--- config.mk ---
export PLATFORM = sky130hd
export DESIGN_NAME = serial_shares_words_sequencer_flat
export DESIGN_NICKNAME = d
export VERILOG_FILES = /design/src/rtl/serial_shares_words_sequencer_if.sv /design/src/rtl/serial_shares_words_sequencer.sv /design/src/flat_wrapper.sv
export SDC_FILE = /design/constraint.sdc
export NUM_CORES = 1
export LEC_CHECK = 0
export ABC_AREA = 1
export CAP_MARGIN = 20
export CORE_MARGIN = 8
export CORE_UTILIZATION = 52
export DETAILED_ROUTE_END_ITERATION = 12
export GPL_TIMING_DRIVEN = 0
export HOLD_SLACK_MARGIN = 0.1
export PLACE_DENSITY = 0.93
export REMOVE_ABC_BUFFERS = 1
export SKIP_CTS_REPAIR_TIMING = 1
export SYNTH_ARGS = -nofsm -noshare
export SYNTH_HDL_FRONTEND = slang
export SYNTH_SLANG_ARGS = --single-unit
--- constraint.sdc ---
create_clock -name clk -period 3.1 [get_ports clk]
set_clock_uncertainty 0.1 [all_clocks]
set_input_delay 0.465 -clock clk [delete_from_list [all_inputs] [get_ports clk]]
set_output_delay 0.465 -clock clk [all_outputs]
set_load 0.005 [all_outputs]
--- src/rtl/serial_shares_words_sequencer_if.sv ---
// Output stream of the share/word sequencer: one index pair per valid/ready transfer.
// A transfer happens on a rising edge where out_valid & out_ready; the master holds the pair and flags stable until then.
interface serial_shares_words_sequencer_if #(
    parameter int NBITS = 4
);
    logic             out_valid;
    logic             out_ready;
    logic [NBITS-1:0] share_idx;
    logic [NBITS-1:0] word_idx;
    logic             first;
    logic             last_word;
    logic             last_share;
    logic             last;

    modport master (
        output out_valid, share_idx, word_idx, first, last_word, last_share, last,
        input  out_ready
    );

    modport slave (
        input  out_valid, share_idx, word_idx, first, last_word, last_share, last,
        output out_ready
    );
endinterface

--- src/rtl/serial_shares_words_sequencer.sv ---
// Walks the (share_idx, word_idx) space of a d-share masked state in share-major or word-major order,
// offering one pair per handshake and pulsing done after the final pair is taken.
module serial_shares_words_sequencer #(
    parameter int NBITS               = 4,
    parameter int MAX_WORDS_PER_SHARE = 8,
    parameter int d                   = 2
) (
    input  logic                                  clk,
    input  logic                                  rst,
    input  logic                                  start,
    input  logic                                  abort,
    input  logic [NBITS-1:0]                      words_per_share_bound,
    input  logic                                  word_major,
    output logic                                  busy,
    output logic                                  done,
    output logic                                  dbg_state,
    serial_shares_words_sequencer_if.master       out_if
);
    typedef enum logic {ST_IDLE = 1'b0, ST_RUN = 1'b1} state_t;

    localparam logic [NBITS-1:0] MAX_B      = NBITS'(MAX_WORDS_PER_SHARE - 1);
    localparam logic [NBITS-1:0] LAST_SHARE = NBITS'(d - 1);

    state_t           state_q, state_n;
    logic [NBITS-1:0] share_q, share_n;
    logic [NBITS-1:0] word_q, word_n;
    logic [NBITS-1:0] b_q, b_n;
    logic             wm_q, wm_n;
    logic             done_q, done_n;

    logic             valid_c;
    logic             last_word_c;
    logic             last_share_c;
    logic             last_c;
    logic             xfer;
    logic [NBITS-1:0] bound_clamped;

    assign bound_clamped = (words_per_share_bound > MAX_B) ? MAX_B : words_per_share_bound;

    assign valid_c      = (state_q == ST_RUN);
    assign last_word_c  = valid_c && (word_q == b_q);
    assign last_share_c = valid_c && (share_q == LAST_SHARE);
    // Both orderings end on (d-1, B), so the final pair is the same test either way.
    assign last_c       = last_word_c && last_share_c;
    assign xfer         = valid_c && out_if.out_ready;

    always_ff @(posedge clk) begin
        if (rst) begin
            state_q <= ST_IDLE;
            share_q <= '0;
            word_q  <= '0;
            b_q     <= '0;
            wm_q    <= 1'b0;
            done_q  <= 1'b0;
        end else begin
            state_q <= state_n;
            share_q <= share_n;
            word_q  <= word_n;
            b_q     <= b_n;
            wm_q    <= wm_n;
            done_q  <= done_n;
        end
    end

    always_comb begin
        state_n = state_q;
        share_n = share_q;
        word_n  = word_q;
        b_n     = b_q;
        wm_n    = wm_q;
        done_n  = 1'b0;
        unique case (state_q)
            ST_IDLE: begin
                if (start && !abort) begin
                    state_n = ST_RUN;
                    b_n     = bound_clamped;
                    wm_n    = word_major;
                    share_n = '0;
                    word_n  = '0;
                end
            end
            ST_RUN: begin
                // abort wins over a transfer in the same cycle and suppresses done.
                if (abort) begin
                    state_n = ST_IDLE;
                    share_n = '0;
                    word_n  = '0;
                end else if (xfer) begin
                    if (last_c) begin
                        state_n = ST_IDLE;
                        share_n = '0;
                        word_n  = '0;
                        done_n  = 1'b1;
                    end else if (!wm_q) begin
                        if (word_q < b_q) begin
                            word_n = word_q + NBITS'(1);
                        end else begin
                            word_n  = '0;
                            share_n = share_q + NBITS'(1);
                        end
                    end else begin
                        if (share_q < LAST_SHARE) begin
                            share_n = share_q + NBITS'(1);
                        end else begin
                            share_n = '0;
                            word_n  = word_q + NBITS'(1);
                        end
                    end
                end
            end
            default: state_n = ST_IDLE;
        endcase
    end

    assign busy              = valid_c;
    assign done              = done_q;
    assign dbg_state         = state_q;
    assign out_if.out_valid  = valid_c;
    assign out_if.share_idx  = share_q;
    assign out_if.word_idx   = word_q;
    assign out_if.first      = valid_c && (share_q == '0) && (word_q == '0);
    assign out_if.last_word  = last_word_c;
    assign out_if.last_share = last_share_c;
    assign out_if.last       = last_c;
endmodule

--- src/flat_wrapper.sv ---
// flat-port wrapper written by rule: the top's interface ports become plain ports
module serial_shares_words_sequencer_flat 
#(
    parameter int NBITS               = 4,
    parameter int MAX_WORDS_PER_SHARE = 8,
    parameter int d                   = 2
)
  (clk, rst, start, abort, words_per_share_bound, word_major, busy, done, dbg_state, out_if_out_valid, out_if_share_idx, out_if_word_idx, out_if_first, out_if_last_word, out_if_last_share, out_if_last, out_if_out_ready);
  serial_shares_words_sequencer_if #(.NBITS(NBITS)) out_if_i ();
  input  logic clk;
  input  logic rst;
  input  logic start;
  input  logic abort;
  input  logic [NBITS-1:0] words_per_share_bound;
  input  logic word_major;
  output logic busy;
  output logic done;
  output logic dbg_state;
  output wire logic [$bits(out_if_i.out_valid)-1:0] out_if_out_valid;
  output wire logic [$bits(out_if_i.share_idx)-1:0] out_if_share_idx;
  output wire logic [$bits(out_if_i.word_idx)-1:0] out_if_word_idx;
  output wire logic [$bits(out_if_i.first)-1:0] out_if_first;
  output wire logic [$bits(out_if_i.last_word)-1:0] out_if_last_word;
  output wire logic [$bits(out_if_i.last_share)-1:0] out_if_last_share;
  output wire logic [$bits(out_if_i.last)-1:0] out_if_last;
  input wire logic [$bits(out_if_i.out_ready)-1:0] out_if_out_ready;
  assign out_if_out_valid = out_if_i.out_valid;
  assign out_if_share_idx = out_if_i.share_idx;
  assign out_if_word_idx = out_if_i.word_idx;
  assign out_if_first = out_if_i.first;
  assign out_if_last_word = out_if_i.last_word;
  assign out_if_last_share = out_if_i.last_share;
  assign out_if_last = out_if_i.last;
  assign out_if_i.out_ready = out_if_out_ready;
  serial_shares_words_sequencer #(.NBITS(NBITS), .MAX_WORDS_PER_SHARE(MAX_WORDS_PER_SHARE), .d(d)) u_core (.clk(clk), .rst(rst), .start(start), .abort(abort), .words_per_share_bound(words_per_share_bound), .word_major(word_major), .busy(busy), .done(done), .dbg_state(dbg_state), .out_if(out_if_i));
endmodule
Yosys cells after proc, flatten, opt, wreduce, memory -nomap -nowiden
Cells that the tools add are included.
W data, S select, Z words.

cells by class
  $lt $le $gt $ge = 3
  reduce and logical (&&, ||, !) cells = 14
  equal/unequal tests = 6
  mux-type cells = 22
  add/sub/neg operators = 2
  bitwise operators = 2

operators with widths
  cell                   count
  $mux W4                14
  $pmux W4 S2            2
  $ne A5 B5 Y1 const B   2
  $add A4 B1 Y4 const B  2
  $logic_not A4 Y1       2
  $logic_and A1 B1 Y1    7
  $reduce_and A3 Y1      2
  $mux W1                5
  $eq A4 B1 Y1 const B   1
  $eq A4 B4 Y1           1
  $gt A4 B3 Y1 const B   1
  $lt A4 B1 Y1 const B   1
  $lt A4 B4 Y1           1
  $reduce_or A4 Y1       1
  $ne A3 B3 Y1 const B   1
  $ne A2 B1 Y1 const B   1
  $not A1 Y1             2
  $pmux W1 S2            1
  $reduce_and A2 Y1      1
  $logic_not A1 Y1       1

word-level totals
  output and inout bits = 16
  word-level logic and storage cells = 55
  bits in registers = 15
  input bits = 10

Longest topological paths before layout
  depth after elaboration = 7
  mapped depth = 12
  depth with buffers taken out = 12

Worst setup path after synthesis
OpenSTA, ideal clock, no wires.

  kind = register -> output
  from = register u_core.word_q[0] (netlist: u_core.out_if.word_idx[0])
  to = output out_if_last
  data arrival time = 1,128 ps
  path slack = 1,407 ps
  buffers on the path = 0
  stages on the path, launching flop included = 7
  path through = dfxtp_1 -> inv_1 -> ha_1 -> nand2_1 -> nor2_4 -> nand2_4 -> inv_1

on the way
  cells in the longest elaborated chain, start to end = 3

RTL lines
  item                    line                                 text
  from (decl)             serial_shares_words_sequencer.sv:26  logic [NBITS-1:0] word_q, word_n;
  from (signal assigned)  serial_shares_words_sequencer.sv:58  word_q <= word_n;
  $eq A4 B4 Y1            serial_shares_words_sequencer.sv:41  assign last_word_c = valid_c && (word_q == b_q);
  $logic_and A1 B1 Y1     serial_shares_words_sequencer.sv:41
  via out_if_last_word    flat_wrapper.sv:23                   output wire logic [$bits(out_if_i.last_word)-1:0] out_if_last_word;
  $logic_and A1 B1 Y1     serial_shares_words_sequencer.sv:44  assign last_c = last_word_c && last_share_c;
  to (decl)               flat_wrapper.sv:25                   output wire logic [$bits(out_if_i.last)-1:0] out_if_last;

The timed path passes the listed nets, and every way through them passes these cells.

Final worst setup path
  from = register u_core.word_q[0] (netlist: u_core.out_if.word_idx[0])
  to = output out_if_last

on the way
  cells in the longest elaborated chain, start to end = 3

RTL lines
  item                 line
  $eq A4 B4 Y1         serial_shares_words_sequencer.sv:41
  $logic_and A1 B1 Y1  serial_shares_words_sequencer.sv:41
  $logic_and A1 B1 Y1  serial_shares_words_sequencer.sv:44

No other way between the ends.

==> impl_summary.log <==
[metrics] average cell area after synthesis: 6.69 sq um
[metrics] cells after synthesis: 157
[metrics] average detailed-routed wire length per instance: 12.7 um
[metrics] initial drt markers: 59
[metrics] Placed Cells: 205
[metrics] DRT antenna net count: 0
[metrics] final cell count without fillers: 209
[metrics] power density normalized to cell area: 317 mW/mm^2
[metrics] run status: complete, no violations
[metrics] post-synthesis cell area: 0.00105 sq mm
[metrics] Relative slew margins: 68.2%
[metrics] vias in the first global route: 1,063
[metrics] Max Fclk: 389 MHz
[metrics] count of final setup violators: 0
[metrics] first-pass iteration count of the detailed router: 4
[metrics] final-stage net count: 202
[metrics] placement-stage cell area: 0.00131 sq mm
[metrics] Die Outline Area: 0.00372 sq mm
[metrics] most repeated cell in the gate-level netlist after synthesis: sky130_fd_sc_hd__nand2_1
[metrics] cell-by-cell listing of the critical path: inv_1 > ha_1 > nand2_1 > nor2_4 > nand2_4 > inv_1 > clkdlybuf4s50_1
[metrics] CP Max Fanout: 7
[metrics] proportion of netlist area held by the largest area contributor: 28.6%
[metrics] starting density of the core: 54.1%
[metrics] area of the core: 0.00194 sq mm
[metrics] flop and latch count out of synthesis: 15
[metrics] detailed-route via count: 1,100
[metrics] Leak Pwr: 0.599 nW
[metrics] final wirelength: 2.66 mm
[metrics] maximum cell stage delay along the critical path: 0.49 ns
[metrics] Crit path top cell by count: sky130_fd_sc_hd__inv_1
[metrics] proportion of synthesized flip-flops having asynchronous set or reset: 0%
[metrics] reg2reg setup slack: 1.24 ns
[metrics] insertion delay of the later-clocked pin in the worst-skew pair: 0.30 ns
[metrics] routability congestion estimate from global placement: 0.802
[metrics] slowest CP cell: sky130_fd_sc_hd__clkdlybuf4s50_1
[metrics] capturing point of the worst reg2reg path: u_core.out_if.share_idx[1]
[metrics] post-CTS clock slew at the launch and capture registers of the worst setup and hold paths: 0.10 ns
[metrics] DRC Markers: 0
[metrics] worst setup path startpoint: u_core.out_if.word_idx[0]
[metrics] startpoint type of the worst setup path: flip-flop
[metrics] number of sinks driven by the clock tree: 15
[metrics] root cell of the clock tree: sky130_fd_sc_hd__clkbuf_4
[metrics] worst path required time: 2.53 ns
[metrics] # port buffers: 25
[metrics] Layout Cell Area excl Fill: 0.00134 sq mm
[metrics] GRT Util Overall: 15.3%
[metrics] count of flip-flops with a built-in enable after synthesis: 0
[metrics] row count: 16
[metrics] final worst-path cycle share: 83.0%
[metrics] maximum vdd ir drop: 0.000369 V
[metrics] Post-Route Setup TNS: 0 ns
[metrics] data arrival time of the critical path: 2.01 ns
[metrics] most instantiated cells after synthesis: 38 x sky130_fd_sc_hd__nand2_1, 27 x sky130_fd_sc_hd__inv_1, 15 x sky130_fd_sc_hd__dfxtp_1
[metrics] hold crit path type: reg -> reg
[metrics] number of hold violations in the final report: 0
[metrics] Crit. End Element: output port
[metrics] Core Util, Final: 68.9%
[metrics] vias per std cell: 5.26
[metrics] Area contributors post-synth: sky130_fd_sc_hd__dfxtp_1 29%, sky130_fd_sc_hd__nand2_1 14%, sky130_fd_sc_hd__ha_1 11%, sky130_fd_sc_hd__inv_1 9.6%, sky130_fd_sc_hd__nand3_1 6.2%
[metrics] half-perimeter wire length after placement: 2.03 mm
[metrics] Die Ht: 61.0 um
[metrics] final count of pins violating max slew: 0
[metrics] Antenna diodes: 0
[metrics] count of cell types in the netlist: 27
[metrics] number of antenna violations at the first check in global routing: 0
[metrics] number of cell instances on the worst register-to-register path: 9
[metrics] clock tree from TritonCTS: yes
[metrics] total congestion overflow: 0
[metrics] horizontal extent of the die: 61.0 um
[metrics] sequential-to-total area share from yosys stat: 28.6%
[metrics] number of maximum-capacitance violations: 0
[metrics] top cell type by total area after synthesis: sky130_fd_sc_hd__dfxtp_1
[metrics] number of fill cells in the layout: 147
[metrics] worst flop-to-flop path startpoint: u_core.out_if.word_idx[0]
[metrics] layout-stage area growth over the synthesis result: 27.4%
[metrics] depth of the CTS H-tree: 1
[metrics] most instantiated flip-flop cell in the synthesis netlist: sky130_fd_sc_hd__dfxtp_1
[metrics] start-to-end type of the worst setup path: reg -> out
[metrics] TritonCTS Buffers: 3
[metrics] CTS max path bufs: 2
[metrics] pin slew with the least headroom to its limit: 0.476 ns
[metrics] setup repair after global routing missed its margin: false
[metrics] global-route wire length before repair: 4.37 mm
[metrics] io pins: 26
[metrics] yosys warns: 0
[metrics] worst setup path endpoint: out_if_last
[metrics] final period demand of the worst path: 2.57 ns
[metrics] share of post-route cells with drive strength above 1: 9.89%
[metrics] maximum number of pins on one net before global-route repair: 12
==> logic make-up (layout without fill, tap and decap cells) <==
kind of cell | Yosys count | in the layout | synth area share, %
AOI/OAI and AO/OA | 19 | 19 | 11.7
adders and majority gates | 9 | 9 | 10.7
buffers and inverters | 33 | 58 | 12.9
DFF | 15 | 15 | 28.6
and+or+nand+nor | 81 | 81 | 36.2
==> layout make-up <==
type                       instances  area, sq um  share of cell area [%]
clock buffer                       3         22.5                    1.68
timing repair buffer              25          250                    18.7
sequential                        15          300                    22.4
tap                               27         33.8                    2.52
clock inverter                     1         5.00                   0.374
multi-input combinational        109          616                    46.0
inverter                          29          111                    8.32
==> worst min path at each step <==
stage / startpoint / endpoint / slack [ns] / depth (start not counted)
global placement: u_core.b_q[3] / u_core.b_q[3] / 0.35 / 2
detailed placement: u_core.b_q[3] / u_core.b_q[3] / 0.35 / 2
CTS: u_core.b_q[3] / u_core.b_q[3] / 0.36 / 2
global route: u_core.b_q[3] / u_core.b_q[3] / 0.40 / 2
floorplan: u_core.b_q[3] / u_core.b_q[3] / 0.34 / 2
finish: u_core.b_q[3] / u_core.b_q[3] / 0.36 / 2
==> layout by cell type, fill, tap and decap left out, drive strengths merged <==
cell type	instances
nand3	14
clkdlybuf4s50	25
nor2	18
a21boi	1
clkbuf	3
nor3	3
o21bai	2
a211oi	2
nand4	2
dfxtp	15
inv	29
o21ai	4
nor4	1
nand2	43
clkinv	1
ha	9
a21oi	10
==> critical path: cells and delay by family, from the launching register on <==
family | cells | cell delay [ns]
flip-flops | 1 | 0.41
adder cells (fa/ha/maj) | 1 | 0.28
AND/OR/NAND/NOR | 3 | 0.35
buffers and inverters | 3 | 0.67
==> power by group <==
| part | internal, mW | leakage [nW] | switching, mW | total (mW) |
|---|---|---|---|---|
| Sequential | 0.199 | 0.122 | 0.00690 | 0.206 |
| Combinational | 0.0426 | 0.460 | 0.0560 | 0.0986 |
| Clock | 0.0481 | 0.0177 | 0.0715 | 0.120 |
==> per-stage QoR <==
stage | hold WS (ns) | setup slack, ns | total power, mW
final | 0.361 | 0.527 | 0.424
after floorplan | 0.336 | 1.40 | 0.267
after global placement | 0.348 | 0.878 | 0.303
after CTS | 0.364 | 0.509 | 0.426
after detailed placement | 0.348 | 0.820 | 0.307
after global routing | 0.399 | 0.430 | 0.441
==> layer usage <==
metal	GRT usage (%)	routed length, um	vias to the layer above	share of wire (%)
met5	0	0	-	0
met4	6.98	68	0	2.6
met3	4.24	238	11	9.0
met2	26.1	1230	60	46
met1	17.2	1120	488	42
li1	-	-	541	-
==> sequential cells by signal, summed over array words and instances (netlist names) <==
signal and count:
u_core.busy 1, u_core.out_if.share_idx 4, u_core.done 1, u_core.out_if.word_idx 4, u_core.b_q 4, u_core.wm_q 1
(Power assumes the default switching activity.)
